### src/rtl/xbar_slave_arbiter_pkg.sv
// Shared cross-bar definitions: bus widths, command encodings and the
// slave-port arbiter state encoding.
package interface_connection;

    localparam int unsigned ADDR_WIDTH = 32;
    localparam int unsigned DATA_WIDTH = 32;

    localparam logic CMD_READ  = 1'b0;
    localparam logic CMD_WRITE = 1'b1;

    typedef enum logic [1:0] {
        IDLE = 2'd0,
        REQ  = 2'd1,
        RESP = 2'd2
    } arb_state_t;

endpackage

### src/rtl/xbar_slave_arbiter_rr.sv
// Combinational round-robin picker: first asserted request at or after ptr,
// searching upward with wrap-around.
module rr_arbiter #(
    parameter int unsigned N_REQ = 4,
    parameter int unsigned IDX_W = $clog2(N_REQ)
) (
    input  logic [N_REQ-1:0] req,
    input  logic [IDX_W-1:0] ptr,
    output logic [IDX_W-1:0] grant_idx_c,
    output logic             grant_valid_c
);

    logic [IDX_W-1:0] idx;

    always_comb begin
        grant_idx_c   = '0;
        grant_valid_c = 1'b0;
        idx           = '0;
        for (int unsigned i = 0; i < N_REQ; i++) begin
            idx = ptr + IDX_W'(i);
            if (!grant_valid_c && req[idx]) begin
                grant_idx_c   = idx;
                grant_valid_c = 1'b1;
            end
        end
    end

endmodule

### src/rtl/xbar_slave_arbiter.sv
// Per-slave-port arbiter: locks one master onto the slave until it acks,
// then returns ack and next-cycle read data to that master only.
module xbar_slave_arbiter
    import interface_connection::*;
#(
    parameter int unsigned N_MASTERS  = 4,
    parameter int unsigned ADDR_WIDTH = interface_connection::ADDR_WIDTH,
    parameter int unsigned DATA_WIDTH = interface_connection::DATA_WIDTH,
    parameter int unsigned IDX_W      = $clog2(N_MASTERS)
) (
    input  logic                                 clk,
    input  logic                                 rst,
    input  logic [N_MASTERS-1:0]                 m_req,
    input  logic [N_MASTERS-1:0][ADDR_WIDTH-1:0] m_addr,
    input  logic [N_MASTERS-1:0]                 m_cmd,
    input  logic [N_MASTERS-1:0][DATA_WIDTH-1:0] m_wdata,
    output logic [N_MASTERS-1:0]                 m_ack,
    output logic [N_MASTERS-1:0][DATA_WIDTH-1:0] m_rdata,
    output logic [N_MASTERS-1:0]                 m_rvalid,
    output logic                                 s_req,
    output logic [ADDR_WIDTH-1:0]                s_addr,
    output logic                                 s_cmd,
    output logic [DATA_WIDTH-1:0]                s_wdata,
    input  logic                                 s_ack,
    input  logic [DATA_WIDTH-1:0]                s_rdata,
    output logic [IDX_W-1:0]                     grant_id
);

    localparam logic [1:0] S_IDLE = IDLE;
    localparam logic [1:0] S_REQ  = REQ;
    localparam logic [1:0] S_RESP = RESP;

    logic [1:0]       state, state_nxt;
    logic [IDX_W-1:0] ptr, ptr_nxt;
    logic [IDX_W-1:0] grant_nxt;
    logic [IDX_W-1:0] arb_idx;
    logic             arb_valid;

    rr_arbiter #(
        .N_REQ (N_MASTERS),
        .IDX_W (IDX_W)
    ) u_rr (
        .req           (m_req),
        .ptr           (ptr),
        .grant_idx_c   (arb_idx),
        .grant_valid_c (arb_valid)
    );

    always_ff @(posedge clk) begin
        if (rst) begin
            state    <= S_IDLE;
            ptr      <= '0;
            grant_id <= '0;
        end else begin
            state    <= state_nxt;
            ptr      <= ptr_nxt;
            grant_id <= grant_nxt;
        end
    end

    // Slave-side routing is a live mux of the locked master; returns go to it alone.
    always_comb begin
        state_nxt = state;
        ptr_nxt   = ptr;
        grant_nxt = grant_id;
        s_req     = 1'b0;
        s_addr    = '0;
        s_cmd     = 1'b0;
        s_wdata   = '0;
        m_ack     = '0;
        m_rdata   = '0;
        m_rvalid  = '0;
        case (state)
            S_IDLE: begin
                if (arb_valid) begin
                    grant_nxt = arb_idx;
                    state_nxt = S_REQ;
                end
            end
            S_REQ: begin
                s_req           = 1'b1;
                s_addr          = m_addr[grant_id];
                s_cmd           = m_cmd[grant_id];
                s_wdata         = m_wdata[grant_id];
                m_ack[grant_id] = s_ack;
                if (s_ack) begin
                    ptr_nxt   = grant_id + IDX_W'(1);
                    state_nxt = (m_cmd[grant_id] == CMD_READ) ? S_RESP : S_IDLE;
                end
            end
            S_RESP: begin
                m_rdata[grant_id]  = s_rdata;
                m_rvalid[grant_id] = 1'b1;
                state_nxt          = S_IDLE;
            end
            default: state_nxt = S_IDLE;
        endcase
    end

    // Protocol checks: stray slave acks and masters abandoning a locked request.
    always_ff @(posedge clk) begin
        if (!rst) begin
            assert (!(s_ack && state != S_REQ))
                else $error("s_ack outside REQ state");
            assert (!(state == S_REQ && !m_req[grant_id]))
                else $error("granted master dropped m_req before ack");
        end
    end

endmodule

### config.mk
export PLATFORM = sky130hd
export DESIGN_NAME = xbar_slave_arbiter
export DESIGN_NICKNAME = d
export VERILOG_FILES = /design/src/rtl/xbar_slave_arbiter_pkg.sv /design/src/rtl/xbar_slave_arbiter_rr.sv /design/src/rtl/xbar_slave_arbiter.sv
export SDC_FILE = /design/constraint.sdc
export NUM_CORES = 1
export LEC_CHECK = 0
export BUFFER_PORTS_ARGS = -buffer_cell sky130_fd_sc_hd__clkbuf_2
export CORE_AREA = 2 2 197 199
export CTS_CLUSTER_DIAMETER = 50
export DETAILED_ROUTE_END_ITERATION = 7
export DIE_AREA = 0 0 199 201
export MAX_ROUTING_LAYER = met4
export SLEW_MARGIN = 20
export SYNTH_ARGS = -nofsm -noshare
export SYNTH_HDL_FRONTEND = slang
export SYNTH_HIERARCHICAL = 1
export SYNTH_SLANG_ARGS = --single-unit
### constraint.sdc
create_clock -name clk -period 2.05 [get_ports clk]
set_input_delay 0.3075 -clock clk [delete_from_list [all_inputs] [get_ports clk]]
set_output_delay 0.3075 -clock clk [all_outputs]
set_load 0.005 [all_outputs]
==> results.ini <==
[synth]
synthCells=359
syn-num-nets=662
async_flop_share=0
seq_area_frac_synth=0.0358
ys.flop_type=dfxtp_1
synth_edf_count=0
yosysMostFrequentCell=and3_1
yosys.cell_types.count=27
synth_area_per_cell_sq_um=9.35
synth_top_area_share=0.436
ys_ff_latch=6
synth_top_cells_by_count=and3_1 (132), and2_1 (69), mux4_2 (65)
syn-cell-area_sq_um=3360
synth_warnings=6
synthTopCellsByArea=mux4_2 (44%), and3_1 (25%), and2_1 (13%)
yosysTopAreaCell=mux4_2

[timing]
finalSetupViolCount=11
finalHoldViolations=0
rsz0062_at_grt=true
hold_slack_ns=0.332
skew_ns=0.00337
fin_ws_ns=-0.0698
finalCriticalPeriod_ns=2.12
drv_slew=0
max_freq_mhz=472
finalCritPeriodShare=1.03
worst_slew_pin_slew_ns=0.404
maxSlewHeadroom=0.731

[route]
wire_per_inst_microns=15.0
via_per_inst=3.75
route.detailed.drc=0
first_pass_iters=4
num_vias=5097
drt_wl_total_mm=20.5
first_iter_violations=313
drtAntennaViolNets=0

[worst_setup_path]
cp.required_ns=1.74
cp-end-kind=primary output
reg2reg_depth=3
path_class=flip-flop to primary output
r2r_start=grant_id[0]
cp.arrival_ns=1.81
r2r-end=state[1]
start_kind=flip-flop
worstSetupEndpoint=s_addr[30]
path_max_fanout=12
crit_start=grant_id[0]
r2r_setup_slack_ns=0.68

[global_routing]
grt_pass1_wl_mm=28.1
grt_start_max_net_pins=133
first_global_vias=4787
grt_antenna_before_repair=3
grt.total_usage=0.0938
grt_overflow_total=0

[worst_hold_path]
hp-start=rst
hold_class=primary input to flip-flop

[clock_tree]
ctsHoldBuffers=0
cts_tree=done
cts_buffer_depth=2
numClockSinks=6
path_clk_slew_ns=0.03
htreeDepth=1
clk_latency_ns=0.23
cts_buffers=3
cts_root_buf=clkbuf_16

[die]
core_sq_um=38100
fp.dieW_microns=199
std_cell_rows=72
start_util=0.0881
dieArea_sq_um=40000
io_pins=503
die_y_microns=201

[placement]
dpl_cell_area_sq_um=6480
gp_congestion=0.916
pre_cts_slack_ns=-0.0106
hpwlAfterDp_mm=17.8
port_buffers=502

[status]
outcome=complete, but fails checks
violations=negative setup slack

[pwr]
pwr_density_cell_nw_per_um2=251
ir_drop_mv=0.172
total_power_mw=1.67
power.leakage_nw=3.89

[final_layout]
drive_gt1_frac=0.726
design_area_sq_um=6670
final_nets=1144
syn2layout_area_growth_pct=98.7

[run]
drv_cap=0

-- worst min path at each step --
stage / end / slack (ns) / cells after the start
global route: grant_id[0] / 0.35 / 2
CTS: grant_id[1] / 0.33 / 2
finish: grant_id[1] / 0.33 / 2
global placement: ptr[1] / 0.50 / 2
detailed placement: ptr[1] / 0.51 / 2
floorplan: ptr[1] / 0.38 / 1
-- flip-flops by register name, indices dropped and copies added, names as in the netlist --
name / cells
grant_id: 2
ptr: 2
state: 2
-- layout make-up --
cell class	instances	area (sq um)
Clock buffer	4	78.8
Timing Repair Buffer	526	2800
Antenna cell	3	7.51
Inverter	8	30.0
Tap cell	518	648
Fill cell	4326	31400
Multi-Input combinational cell	296	2980
Sequential cell	6	128
-- stage by stage --
stage               utilization  cells  setup TNS (ns)
floorplan                     -    359               0
global placement          0.170   1349               0
detailed placement        0.170   1349         -0.0267
CTS                       0.174   1357           -1.61
global route              0.175   1361           -1.91
finish                    0.175   1361          -0.257
-- timing repair --
item,4_1_cts,5_1_grt
cloned,0,1
setup buffers,4,0
resized for setup,10,6
setup endpoints to repair,128,115
-- cell usage in the layout (no fill, tap or decap) --
cell type / count
clkbuf_2: 502
clkbuf_1: 1
mux2i_1: 4
a21oi_1: 5
mux4_2: 65
clkbuf_16: 4
nand3b_1: 1
inv_2: 1
nor3_1: 2
dfxtp_4: 2
and3_1: 132
nor2_1: 4
and2_4: 10
nand2_1: 1
buf_6: 4
and2b_2: 1
diode_2: 3
nand3_1: 2
o221ai_1: 1
nor3b_1: 1
ha_4: 1
inv_1: 7
a221o_1: 1
dfxtp_1: 4
nand2b_1: 1
buf_4: 13
ha_1: 3
nor2b_4: 1
o21ai_0: 1
buf_12: 6
and2_1: 59
-- routing by layer --
metal | up-vias | wire [microns] | track usage
met5 | - | 0 | -
met4 | 0 | 314 | 0.0163
met3 | 18 | 1910 | 0.0235
met2 | 323 | 9960 | 0.158
met1 | 2412 | 8290 | 0.114
li1 | 2344 | - | -
-- power by group --
| part | switching [mW] | internal, mW |
|---|---|---|
| Sequential | 0.0121 | 0.125 |
| Clock | 0.0651 | 0.258 |
| Combinational | 0.520 | 0.693 |
-- worst max-delay path, cell delays in order (launching register included) --
cell	delay (ns)
dfxtp_4	0.38
buf_12	0.16
buf_12	0.15
mux4_2	0.58
and2_4	0.19
clkbuf_2	0.10
-- cell families after synthesis --
group,count (synthesis),synth area share
multiplexers,69,0.448
buffers and inverters,57,0.0905
flip-flops,6,0.0358
AO/OA/AOI/OAI,8,0.0145
AND/OR/NAND/NOR,215,0.396
adder cells (fa/ha/maj),4,0.0149
No activity file was read; power rests on OpenSTA's default activity.
